==> config.mk <==
export PLATFORM = sky130hd
export DESIGN_NAME = dilate
export DESIGN_NICKNAME = d
export VERILOG_FILES = /design/src/rtl/dilate_pkg.sv /design/src/rtl/mask_line_buffer.sv /design/src/rtl/dilate.sv
export SDC_FILE = /design/constraint.sdc
export NUM_CORES = 2
export LEC_CHECK = 0
export CORE_MARGIN = 3
export CORE_UTILIZATION = 31
export CTS_BUF_LIST = sky130_fd_sc_hd__clkbuf_16
export DETAILED_ROUTE_END_ITERATION = 10
export PLACE_DENSITY = 0.48
export SLEW_MARGIN = 20
export SYNTH_ARGS = -nofsm -noshare
export SYNTH_HDL_FRONTEND = slang
export SYNTH_SLANG_ARGS = --single-unit
==> constraint.sdc <==
create_clock -name clk -period 231.2 [get_ports clk]
set_input_delay 34.68 -clock clk [delete_from_list [all_inputs] [get_ports clk]]
set_output_delay 34.68 -clock clk [all_outputs]
set_load 0.01 [all_outputs]
==> src/rtl/dilate_pkg.sv <==
// Constants shared by the erode and dilate mask stages so both agree on encodings.
package dilate_pkg;

    typedef enum logic [1:0] {
        IDLE   = 2'd0,
        STREAM = 2'd1,
        FLUSH  = 2'd2
    } state_e;

    localparam int WIN = 3;

endpackage

==> src/rtl/mask_line_buffer.sv <==
// 1-bit, DEPTH-deep delay line: each enabled beat returns the bit written DEPTH beats earlier.
module mask_line_buffer
    import dilate_pkg::*;
#(
    parameter int DEPTH = 1280
) (
    input  logic clk,
    input  logic rst,
    input  logic en_i,
    input  logic din_i,
    output logic dout_o
);
    localparam int AW = $clog2(DEPTH);

    logic          mem_q [DEPTH];
    logic [AW-1:0] addr_q;

    // Read-before-write: the slot about to be overwritten holds the oldest bit.
    assign dout_o = mem_q[addr_q];

    always_ff @(posedge clk) begin
        if (en_i) begin
            mem_q[addr_q] <= din_i;
        end
        if (rst) begin
            addr_q <= '0;
        end else if (en_i) begin
            addr_q <= (addr_q == AW'(DEPTH - 1)) ? '0 : addr_q + AW'(1);
        end
    end

endmodule

==> src/rtl/dilate.sv <==
// 3x3 binary dilation of a raster mask stream; zero beats are injected after each frame
// so the bottom row drains. States: IDLE | waiting for pixel (0,0);
// STREAM | accepting frame pixels; FLUSH | injecting U_COL+1 zero beats, input dropped.
module dilate
    import dilate_pkg::*;
#(
    parameter int U_COL = 1280,
    parameter int U_ROW = 720
) (
    input  logic clk,
    input  logic rst,
    input  logic in_de,
    input  logic in_data,
    output logic out_de,
    output logic out_data,
    output logic err
);
    localparam int CW = $clog2(U_COL);
    localparam int RW = $clog2(U_ROW);
    localparam int FW = $clog2(U_COL + 2);
    localparam logic [CW-1:0] COL_LAST   = CW'(U_COL - 1);
    localparam logic [RW-1:0] ROW_LAST   = RW'(U_ROW - 1);
    localparam logic [FW-1:0] FLUSH_LAST = FW'(U_COL);

    state_e         state_q;
    logic [CW-1:0]  col_q;
    logic [RW-1:0]  row_q;
    logic [FW-1:0]  flush_q;

    logic           beat;
    logic           pix;
    logic           s1_valid_d;
    logic           s1_top_d;
    logic [CW-1:0]  s1_ccol_d;
    logic           lb1_rd;
    logic           lb2_rd;

    logic [WIN-1:0] win0_q;
    logic [WIN-1:0] win1_q;
    logic [WIN-1:0] win2_q;
    logic [CW-1:0]  ccol_q;
    logic           top_q;
    logic           v1_q;
    logic [WIN-1:0] hit_cols;
    logic [WIN-1:0] row_mask;

    logic           out_de_q;
    logic           out_data_q;
    logic           err_q;

    // Centre pixel trails the incoming beat by one line plus one column.
    always_comb begin
        beat       = 1'b0;
        pix        = 1'b0;
        s1_valid_d = 1'b0;
        s1_top_d   = 1'b0;
        s1_ccol_d  = COL_LAST;
        if (!rst) begin
            case (state_q)
                IDLE: begin
                    beat = in_de;
                    pix  = in_data;
                end
                STREAM: begin
                    beat       = in_de;
                    pix        = in_data;
                    s1_valid_d = (row_q > RW'(1)) || (row_q == RW'(1) && col_q != '0);
                    s1_top_d   = (row_q == RW'(1) && col_q != '0) || (row_q == RW'(2) && col_q == '0);
                    if (col_q != '0) begin
                        s1_ccol_d = col_q - CW'(1);
                    end
                end
                FLUSH: begin
                    beat       = 1'b1;
                    s1_valid_d = 1'b1;
                    if (flush_q != '0) begin
                        s1_ccol_d = CW'(flush_q - FW'(1));
                    end
                end
                default: ;
            endcase
        end
    end

    mask_line_buffer #(.DEPTH(U_COL)) u_lb_prev (
        .clk    (clk),
        .rst    (rst),
        .en_i   (beat),
        .din_i  (pix),
        .dout_o (lb1_rd)
    );

    mask_line_buffer #(.DEPTH(U_COL)) u_lb_prev2 (
        .clk    (clk),
        .rst    (rst),
        .en_i   (beat),
        .din_i  (lb1_rd),
        .dout_o (lb2_rd)
    );

    // Window columns: win0 = right of centre, win1 = centre, win2 = left; bit 2 is the upper row.
    always_ff @(posedge clk) begin
        if (beat) begin
            win0_q <= {lb2_rd, lb1_rd, pix};
            win1_q <= win0_q;
            win2_q <= win1_q;
            ccol_q <= s1_ccol_d;
            top_q  <= s1_top_d;
        end
    end

    assign hit_cols = win1_q
                    | ((ccol_q == COL_LAST) ? '0 : win0_q)
                    | ((ccol_q == '0)       ? '0 : win2_q);
    assign row_mask = {!top_q, 1'b1, 1'b1};

    always_ff @(posedge clk) begin
        if (rst) begin
            state_q    <= IDLE;
            col_q      <= '0;
            row_q      <= '0;
            flush_q    <= '0;
            v1_q       <= 1'b0;
            out_de_q   <= 1'b0;
            out_data_q <= 1'b0;
            err_q      <= 1'b0;
        end else begin
            v1_q       <= beat && s1_valid_d;
            out_de_q   <= v1_q;
            out_data_q <= v1_q && (|(hit_cols & row_mask));
            err_q      <= (state_q == FLUSH) && in_de;
            case (state_q)
                IDLE: begin
                    if (in_de) begin
                        col_q   <= CW'(1);
                        state_q <= STREAM;
                    end
                end
                STREAM: begin
                    if (in_de) begin
                        if (col_q == COL_LAST) begin
                            col_q <= '0;
                            if (row_q == ROW_LAST) begin
                                row_q   <= '0;
                                flush_q <= '0;
                                state_q <= FLUSH;
                            end else begin
                                row_q <= row_q + RW'(1);
                            end
                        end else begin
                            col_q <= col_q + CW'(1);
                        end
                    end
                end
                FLUSH: begin
                    if (flush_q == FLUSH_LAST) begin
                        flush_q <= '0;
                        state_q <= IDLE;
                    end else begin
                        flush_q <= flush_q + FW'(1);
                    end
                end
                default: state_q <= IDLE;
            endcase
        end
    end

    assign out_de   = out_de_q;
    assign out_data = out_data_q;
    assign err      = err_q;

endmodule

==> metrics.txt <==
worst-path maximum fanout=251; Area growth syn-to-layout=12.0%; busiest grt layer=met2; global-route wire length before repair=475 mm; Comb pwr share=4.8%; status=completed; Rel. slew slack=16.8%; Die H=611 µm; non-filler cells in the finished layout=12,500; Post-synth EDFFs=2,581; routability cong.=0.750; IO Pins=7; Max Slew Vio Count=0; Worst-Skew Late Latency=0.86 ns; Mapped Nets=7,793; worst reg2reg path depth=15; Worst Skew=0.0458 ns; initial antenna violation count=7; setup TNS=0 ns; clk sinks=2,652; Clock Power Share=42.3%; CP endpoint kind=flip-flop; post-synthesis sequential area ratio=69.4%; hold wc startpoint=win1_q[2]$_DFFE_PP_; Worst Hold Class=flip-flop to flip-flop; MaxCap Viol Count=0; RSZ-0062 raised after global routing=no; Tot Pwr=0.00102 W; vias=66,100; vias per inst=5.30; switching share of power=21.8%; DRT Pass-1 Iters=5; met3 Resource Use GR=2.60%; mapped cell area=0.114 mm²; Worst EP required=231.70 ns; Detailed Route WL=332 mm; synth unique cells=70; Die Area=0.374 mm²; final setup vio count=0; final core utilization=35.0%; overall routing resource usage=17.4%; placed cells=12,000; grt ovf=0; met1 Use GR=23.5%; slowest cell on the critical path=buf_4; deepest clock path buffer count=4; Synth Warn #=0; post-CTS sizing=0; Async SR Flop Fraction=0%; predominant post-synthesis flop cell=edfxtp_1; Fin. Hold Viols=0; H-tree depth=5; row cnt=221; Detailed Place HPWL=169 mm; R2R Path End=u_lb_prev2.mem_q[548]$_DFFE_PP_; crit-path cells=buf_2 > buf_4 > nor3b_2 > buf_4 > buf_12 > buf_4 > buf_4 > buf_6; Net Switching=0.000222 W; Largest stage delay, worst path=0.95 ns; Synth Instances=7,769; worst setup margin=192.11 ns; CP top delay family=buffers and inverters; maximum VDD drop=0.00000552 V; # nets final=7,491; Period minus WS final=39.09 ns; Setup crit start=rst; sequential power share=52.9%; IO Port Bufs=6; Max Clock Freq=25.6 MHz; antenna viol nets, final=0; Power Density=8.00 mW/mm²; Sequential cell area=0.0789 mm²; P_leak=36.1 nW; slew at the pin closest to its max-slew limit=1.25 ns; TritonCTS clock tree=done; Post-CTS Setup Bufs=0; Die Width=611 µm; Filler cells=35,000; worst hold endpoint=win2_q[2]$_DFFE_PP_; DRC Markers=0; Avg Inst Size Synth=14.6 µm²; WL per Instance=26.6 µm; DR iter-0 viols=7,187; Final period util=16.9%; Multi-input gate area=0.0323 mm²; most frequent CP cell=buf_4; WP buf/inv=7; share of cells above drive strength 1=17.3%; clk root buf=clkbuf_16; WP data arrival=39.59 ns; R2R setup slack=222.15 ns; vias in the first global route=66,900; P_int=0.000796 W; pin count of the biggest net entering global routing=272; Worst-path clk slew=0.06 ns; cts bufs inserted=285; Initial Utilization=31.3%; hold_buf cts=0; CP startpoint kind=input pin; pre-CTS WS=191.01 ns; register bit total from synthesis=2,652; Core Box Area=0.364 mm²; M2 GR Usage=29.3%; Worst Hold Path Cells=0; Setup Crit Path Kind=input pin to flip-flop
-- stage by stage --
step	hold WS (ns)	area, µm²
after floorplan	0.422	114000
after global placement	0.432	119000
after detailed placement	0.437	119000
after CTS	0.453	127000
after global routing	0.465	127000
final	0.447	127000
-- cell families (layout without fill, tap and decap cells) --
kind of cell | after synthesis | count (layout) | synth area share (%)
XOR/XNOR | 54 | 54 | 0.416
multiplexers | 729 | 729 | 13.6
adder cells (fa/ha/maj) | 20 | 20 | 0.220
AND/OR/NAND/NOR | 3138 | 3138 | 11.0
other | 0 | 5 | 0
AO/OA/AOI/OAI | 395 | 395 | 2.52
flip-flops | 2652 | 2652 | 69.4
buffers and inverters | 781 | 685 | 2.84
-- worst reg2reg max path, cell delays in order (launching register included) --
cell and delay [ns]:
dfxtp_4 0.62, buf_4 0.63, buf_4 0.70, buf_12 0.58, buf_4 1.03, mux4_2 0.42, mux4_2 0.26, o2bb2ai_1 0.08
a311oi_1 0.56, nor3_1 0.21, o22ai_1 0.27, o211ai_1 0.18, nand3_4 0.60, buf_4 0.92, buf_6 0.81, buf_6 0.73
-- area by class of cell --
type	count	area share [%]
clock buffer	292	5.74
tap	4794	4.71
clock inverter	201	0.977
multi-input combinational	4336	25.4
sequential	2652	62.0
antenna	5	0.00983
inverter	28	0.0845
timing repair buffer	164	1.09
-- how the worst max path moves through the flow --
stage / endpoint / depth (start not counted) / slack (ns)
detailed placement: u_lb_prev.mem_q[912]$_DFFE_PP_ / 8 / 191.01
floorplan: u_lb_prev.mem_q[0]$_DFFE_PP_ / 3 / 134.61
finish: u_lb_prev.mem_q[1228]$_DFFE_PP_ / 8 / 192.11
CTS: u_lb_prev.mem_q[1228]$_DFFE_PP_ / 8 / 191.93
global route: u_lb_prev.mem_q[898]$_DFFE_PP_ / 8 / 191.74
global placement: u_lb_prev.mem_q[913]$_DFFE_PP_ / 7 / 191.39
-- layout by cell type, fill, tap and decap left out, drive strengths merged, types with 11 or more instances in the layout --
cell type,netlist,layout
mux2i,72,72
a21oi,49,49
nand4,66,66
inv,27,107
mux4,651,651
o21ai,25,25
buf,149,159
a22oi,204,204
and3,15,15
o211ai,11,11
xor2,34,34
edfxtp,2581,2581
clkinv,1,103
nand3,93,93
nand2b,11,11
ha,20,20
dfxtp,71,71
xnor2,20,20
bufinv,0,12
a221oi,23,23
nor3,22,22
nor3b,21,21
nand2,205,205
nor2,2640,2640
clkbuf,604,292
-- power groups by stage --
stage / Sequential (W) / Clock (W) / Combinational, W
after global placement: 0.000549 / 0 / 0.0000480
after CTS: 0.000539 / 0.000441 / 0.0000496
final: 0.000539 / 0.000430 / 0.0000488
after global routing: 0.000539 / 0.000460 / 0.0000530
after detailed placement: 0.000549 / 0 / 0.0000496
after floorplan: 0.000587 / 0 / 0.0000341
-- cells in the mapped netlist, drive strengths merged (6+ instances only) --
cell    instances  area (µm²)
nor2         2640        9910
edfxtp       2581       77500
mux4          651       14700
clkbuf        604        2270
nand2         205         769
a22oi         204        1530
buf           149         857
nand3          93         465
mux2i          72         721
dfxtp          71        1420
nand4          66         413
a21oi          49         245
xor2           34         298
inv            27         101
o21ai          25         125
a221oi         23         201
nor3           22         110
nor3b          21         158
ha             20         250
xnor2          20         175
and3           15        93.8
nand2b         11        68.8
o211ai         11        82.6
a22o           10        87.6
and3b          10        87.6
nor2b          10        62.6
nor4           10        62.6
o22ai          10        62.6
or3            10        62.6
a211oi          9        67.6
a31oi           9        56.3
a211o           8        70.1
mux2            6        67.6
-- per-layer routing --
layer / vias to the layer above / routed length [µm] / share of wire (%)
met5: - / 0 / 0
met4: 0 / 8770 / 2.6
met3: 456 / 21500 / 6.5
met2: 2184 / 163000 / 49
met1: 35400 / 139000 / 42
li1: 28100 / - / -
-- sequential cells by signal, indices dropped and copies added (netlist names), named ones only --
| register | cells |
|---|---|
| col_q | 11 |
| flush_q | 11 |
| win1_q | 3 |
| state_q | 2 |
| err | 1 |
| u_lb_prev2.mem_q | 1280 |
| u_lb_prev.addr_q | 11 |
| v1_q | 1 |
| row_q | 10 |
| u_lb_prev2.addr_q | 11 |
| out_data | 1 |
| out_de | 1 |
| win2_q | 3 |
| top_q | 1 |
| u_lb_prev.mem_q | 1280 |
| win0_q | 3 |
| ccol_q | 11 |
No activity file was read; power rests on OpenSTA's default activity.
